$ cat src/rtl/fabric_ff_bank.sv
// Configurable flip-flop bank. A serial configuration chain assigns each flip-flop
// a mode (bypass, DFF, enabled DFF, toggle) and a set-enable bit.
module fabric_ff_bank #(
    parameter int WIDTH = 4
) (
    input  logic             clk,
    input  logic             reset,
    input  logic             set,
    input  logic             config_enable,
    input  logic             ccff_head,
    output logic             ccff_tail,
    input  logic [WIDTH-1:0] ff_D,
    input  logic [WIDTH-1:0] ff_E,
    output logic [WIDTH-1:0] ff_Q,
    output logic             cfg_valid
);

    localparam int CFG_BITS = 3 * WIDTH;
    localparam int CNT_RAW  = $clog2(CFG_BITS + 1);
    localparam int CNT_W    = (CNT_RAW < 6) ? 6 : CNT_RAW;
    localparam logic [CNT_W-1:0] CNT_MAX = CNT_W'(CFG_BITS);

    logic [CFG_BITS-1:0] cfg;
    logic [CNT_W-1:0]    count;
    logic [WIDTH-1:0]    q;
    logic [WIDTH-1:0]    q_next;

    assign cfg_valid = (count == CNT_MAX);
    assign ccff_tail = cfg[CFG_BITS-1];

    // Per-bit slice of cfg is {set_en, mode[1:0]}; set_en wins over the mode update.
    always_comb begin
        q_next = q;
        for (int i = 0; i < WIDTH; i++) begin
            if (set && cfg[3*i+2]) begin
                q_next[i] = 1'b1;
            end else begin
                case (cfg[3*i +: 2])
                    2'b01:   q_next[i] = ff_D[i];
                    2'b10:   if (ff_E[i]) q_next[i] = ff_D[i];
                    2'b11:   q_next[i] = q[i] ^ ff_D[i];
                    default: q_next[i] = q[i];
                endcase
            end
        end
    end

    always_comb begin
        ff_Q = '0;
        for (int i = 0; i < WIDTH; i++) begin
            if (!cfg_valid)
                ff_Q[i] = 1'b0;
            else if (cfg[3*i +: 2] == 2'b00)
                ff_Q[i] = ff_D[i];
            else
                ff_Q[i] = q[i];
        end
    end

    // Shifting freezes the bank; the counter saturates so over-shifting keeps cfg_valid.
    always_ff @(posedge clk or negedge reset) begin
        if (!reset) begin
            cfg   <= '0;
            count <= '0;
            q     <= '0;
        end else if (config_enable) begin
            cfg <= {cfg[CFG_BITS-2:0], ccff_head};
            if (count != CNT_MAX)
                count <= count + CNT_W'(1);
        end else if (cfg_valid) begin
            q <= q_next;
        end
    end

endmodule
$ cat config.mk
export PLATFORM = sky130hd
export DESIGN_NAME = fabric_ff_bank
export DESIGN_NICKNAME = d
export VERILOG_FILES = /design/src/rtl/fabric_ff_bank.sv
export SDC_FILE = /design/constraint.sdc
export NUM_CORES = 1
export LEC_CHECK = 0
export CAP_MARGIN = 20
export CORE_ASPECT_RATIO = 1.75
export CORE_MARGIN = 5
export CORE_UTILIZATION = 45
export DETAILED_ROUTE_END_ITERATION = 12
export HOLD_SLACK_MARGIN = 0.12
export PLACE_DENSITY = 0.71
export SLEW_MARGIN = 20
export SYNTH_ARGS = -nofsm -noshare
export SYNTH_HDL_FRONTEND = slang
export SYNTH_SLANG_ARGS = --single-unit
$ cat constraint.sdc
create_clock -name clk -period 2.4 [get_ports clk]
set_clock_uncertainty 0.15 [all_clocks]
set_input_delay 0.48 -clock clk [delete_from_list [all_inputs] [get_ports clk]]
set_output_delay 0.48 -clock clk [all_outputs]
set_load 0.02 [all_outputs]
Word-level counts from Yosys, hierarchy flattened
Cells that the tools add are included.

storage, ports and cells
  register bits = 22
  latch bits = 0
  bits in writable memories = 0
  memory bits (read-only) = 0
  bits of input ports = 13
  memories = 0

operators by class
  add/sub/neg operators = 1
  multiply operators = 0
  div/mod/pow operators = 0
  $lt $le $gt $ge = 0
  equal/unequal tests = 18
  shift-type cells = 0
  multiplexer cells = 20
  bitwise operators = 5
  reductions and logical operators = 17

operators by type and width
  kind                                                              count
  2-bit == test (second input constant)                             8
  1-bit 2-to-1 mux                                                  16
  4-bit AND reduction                                               4
  4-bit nonzero test                                                4
  3-bit != test (second input constant)                             4
  1-bit one-hot mux with 3 select lines                             4
  2-bit by 1-bit == test with 1-bit output (second input constant)  4
  2-bit zero test                                                   4
  6-bit by 1-bit adder with 6-bit output (second input constant)    1
  6-bit by 4-bit == test with 1-bit output (second input constant)  1
  6-bit by 4-bit != test with 1-bit output (second input constant)  1
  1-bit logical AND                                                 4
  1-bit bitwise XOR                                                 4
  2-bit AND reduction                                               1
  1-bit inverter                                                    1

Logic depth before layout (Yosys ltp)
  depth after elaboration = 3
  gate-level depth with buffers = 5
  mapped depth without buffers = 5

Least setup slack after synthesis
No wires, ideal clock.

  path type = register to register
  from = register count[0]
  to = register q[0]
  library setup time = 125 ps
  arrival time = 1672 ps
  path slack = 454 ps
  stages on the path, launching flop included = 6
  buffers on the path = 0
  path through = dfrtp_1 inv_1 ha_1 or4b_4 a211oi_2 mux2_2

on the way
  word-level cells in the longest chain between the ends = 2

RTL lines
  what                                      RTL line  source
  start, declared                           24        logic [CNT_W-1:0] count;
  start signal, assigned                    69        count <= count + CNT_W'(1);
  6-bit by 4-bit == test with 1-bit output  28        assign cfg_valid = (count == CNT_MAX);
  4-bit AND reduction (no source line)      n/a
  end signal, assigned                      71        q <= q_next;
  end, declared                             25        logic [WIDTH-1:0] q;

No other way between the ends.
A chain may end at the register's enable or synchronous reset.

Worst setup path in the final report
  from = register count[4]
  to = output port ff_Q[3]

on the way
  word-level cells in the longest chain between the ends = 2

RTL lines
  what                                      RTL line  source
  6-bit by 4-bit == test with 1-bit output  28
  1-bit 2-to-1 mux                          51        if (!cfg_valid)
  end, declared                             14        output logic [WIDTH-1:0] ff_Q,

No other way between the ends.

==> impl_metrics.env <==
export IMPL_slowest_stage="dfrtp_1"
export IMPL_finalHoldViolations=0
export IMPL_die_area_um2=3723
export IMPL_ys_types=21
export IMPL_crit_path_max_fanout=5
export IMPL_cts_buffer_depth=2
export IMPL_drv_slew=0
export IMPL_yosysWarnings=0
export IMPL_startpoint_type="register"
export IMPL_clk_pin_slew_ns=0.07
export IMPL_cp_depth=4
export IMPL_rsz0062_at_grt="false"
export IMPL_fin_crit_sh=0.9579
export IMPL_synth_area_um2=1156
export IMPL_track_usage=0.1363
export IMPL_syn2layout_area_growth_pct=25.97
export IMPL_path_cells="and4bb_2 -> nand2_1 -> a21oi_1 -> dlygate4sd2_1"
export IMPL_cts_tree="built"
export IMPL_critPathMaxStageDelay_ns=0.39
export IMPL_core_um2=2492
export IMPL_fp_dieH_um=77.05
export IMPL_ys_ff_latch=22
export IMPL_first_pass_iters=3
export IMPL_multi_input_area_um2=579.3
export IMPL_num_rows=24
export IMPL_start_util=0.4639
export IMPL_timing_rr_start="count[0]"
export IMPL_diodes=0
export IMPL_dr_total_vias=904
export IMPL_layout_commonest_cell="dfrtp_1"
export IMPL_cp_buffers_inverters=1
export IMPL_slew_headroom=0.7767
export IMPL_finalSetupViolations=0
export IMPL_whs_ns=0.3807
export IMPL_hold_start="count[3]"
export IMPL_cts_sinks=22
export IMPL_drv_cap=0
export IMPL_required_ns=1.77
export IMPL_crit_path_end="ff_Q[3]"
export IMPL_total_power_w=0.001422
export IMPL_r2r_end="q[1]"
export IMPL_crit_path_start="count[4]"
export IMPL_drive_gt1_frac=0.2652
export IMPL_post_cts_buffers=0
export IMPL_detail_route_antenna_nets=0
export IMPL_worstPathArrival_ns=1.67
export IMPL_io_pins=19
export IMPL_avgSynthCellArea_um2=11.12
export IMPL_drt_iter0_markers=7
export IMPL_layout_common_cells="22 x dfrtp_1, 17 x mux2_2, 13 x clkdlybuf4s50_1, 11 x a21oi_1, 10 x nand2_1"
export IMPL_status="finished clean"
export IMPL_syn_num_nets=119
export IMPL_ys_seq_area_frac=0.4762
export IMPL_synth_cells=104
export IMPL_antenna_found_initial=0
export IMPL_die_width_um=48.32
export IMPL_crit_path_end_kind="output pin"
export IMPL_globalplace_congestion=0.7585
export IMPL_crit_family="simple AND/OR/NAND/NOR gates"
export IMPL_rrSetupSlack_ns=0.28
export IMPL_grt_max_degree=23
export IMPL_timing_fmax_ghz=0.4350
export IMPL_min_path_type="reg -> reg"
export IMPL_dp_hpwl_mm=1.793
export IMPL_hold_buffers=0
export IMPL_drc=0
export IMPL_fillers=218
export IMPL_r2r_cells=6
export IMPL_vdd_drop_max_uv=591.0
export IMPL_period_minus_slack_ns=2.299
export IMPL_port_buffers=18
export IMPL_grt_pass1_vias=972
export IMPL_grt_pass1_wl_mm=4.160
export IMPL_grt_overflow_total=0
export IMPL_wire_per_inst_um=14.60
export IMPL_worst_pin_slew_ns=0.3319
export IMPL_power_density_nw_per_um2=976.2
export IMPL_leakagePower_nw=0.6363
export IMPL_regArea_um2=550.5
export IMPL_cts_buffers=3
export IMPL_clk_latency_ns=0.25
export IMPL_avgViaCountPerCell=5.722
export IMPL_path_class="reg -> out"
export IMPL_nNetsFinal=149
export IMPL_ctsRootBufferMaster="clkbuf_8"
export IMPL_cts_htree_levels=1
export IMPL_wl_mm=2.307
-- worst min path at each step --
| stage | endpoint | slack (ns) | cells after the start |
|---|---|---|---|
| after detailed placement | count[3] | 0.37 | 1 |
| final | count[3] | 0.38 | 1 |
| after CTS | count[3] | 0.38 | 1 |
| after global routing | count[3] | 0.41 | 1 |
| after floorplan | cfg[0] | 0.03 | 0 |
| after global placement | count[3] | 0.37 | 1 |
-- cell usage after synthesis, drive strengths merged --
library cell  count  area [um2]
and4              4       35.03
mux2i             2       20.02
nand2            10       37.54
and4bb            1       12.51
a21boi            1       7.510
a31oi             4       25.02
or4b              1       13.76
and3              1       6.260
dfrtp            22       550.5
nor2              5       18.77
or3               1       6.260
clkbuf            1       3.750
mux2             17       191.4
buf               1       11.26
a21oi            11       55.05
a211oi            4       50.05
o21ai             9       45.04
ha                2       25.02
xnor2             2       17.52
inv               3       11.26
nand4             2       12.51
-- power breakdown --
group / switching, W / internal (W) / leakage, nW
sequential: 0.000154 / 0.000523 / 0.266
clock: 0.000102 / 0.000112 / 0.0216
combinational: 0.000248 / 0.000284 / 0.349
-- worst reg2reg max path, delay by kind of cell (launching register included) --
family,cells,cell delay (ns)
AOI/OAI and AO/OA,1,0.18
buffers and inverters,2,0.22
muxes,1,0.36
and+or+nand+nor,1,0.51
adders and majority gates,1,0.17
DFF,1,0.40
-- cells by family (layout without fill, tap and decap cells) --
logic type      after synthesis  after routing  share of synthesized area
compound gates               29             29                     0.1580
simple gates                 25             25                     0.1234
flops                        22             22                     0.4762
mux                          19             19                     0.1829
buf+inv                       5             33                    0.02272
fa+ha+maj                     2              2                    0.02164
xor+xnor                      2              2                    0.01515
-- metrics by stage --
step	util	std cells	area, um2	worst slack (ns)	setup TNS, ns
floorplan	-	104	1156	0.4537	0
global placement	0.5703	155	1421	0.03406	0
detailed placement	0.5703	155	1421	-0.01077	-0.01077
CTS	0.5843	158	1456	0.08217	0
global route	0.5843	158	1456	0.02766	0
finish	0.5843	158	1456	0.1010	0
-- sequential cells by signal (all words and copies together) (netlist names) --
name,cells
count,6
cfg,12
q,4
-- final cells by class --
class	count	area share
clock buffers	3	0.02835
multi-input cells	77	0.3978
inverters	3	0.007732
flip-flops and latches	22	0.3780
well taps	26	0.02234
repair buffers	27	0.1658
-- repair_timing --
item | 4_1_cts | 5_1_grt
endpoints found under the hold margin | 0 | 0
gates resized for setup | 5 | 0
setup endpoints to repair | 5 | 0
-- metal layers --
| layer | up-vias | part of all wire | track usage |
|---|---|---|---|
| met4 | 0 | 0.016 | 0.06371 |
| met3 | 4 | 0.026 | 0.02519 |
| met5 | - | 0 | 0 |
| met2 | 12 | 0.59 | 0.2618 |
| li1 | 449 | - | - |
| met1 | 439 | 0.37 | 0.1320 |
No activity file was read; power rests on OpenSTA's default activity.
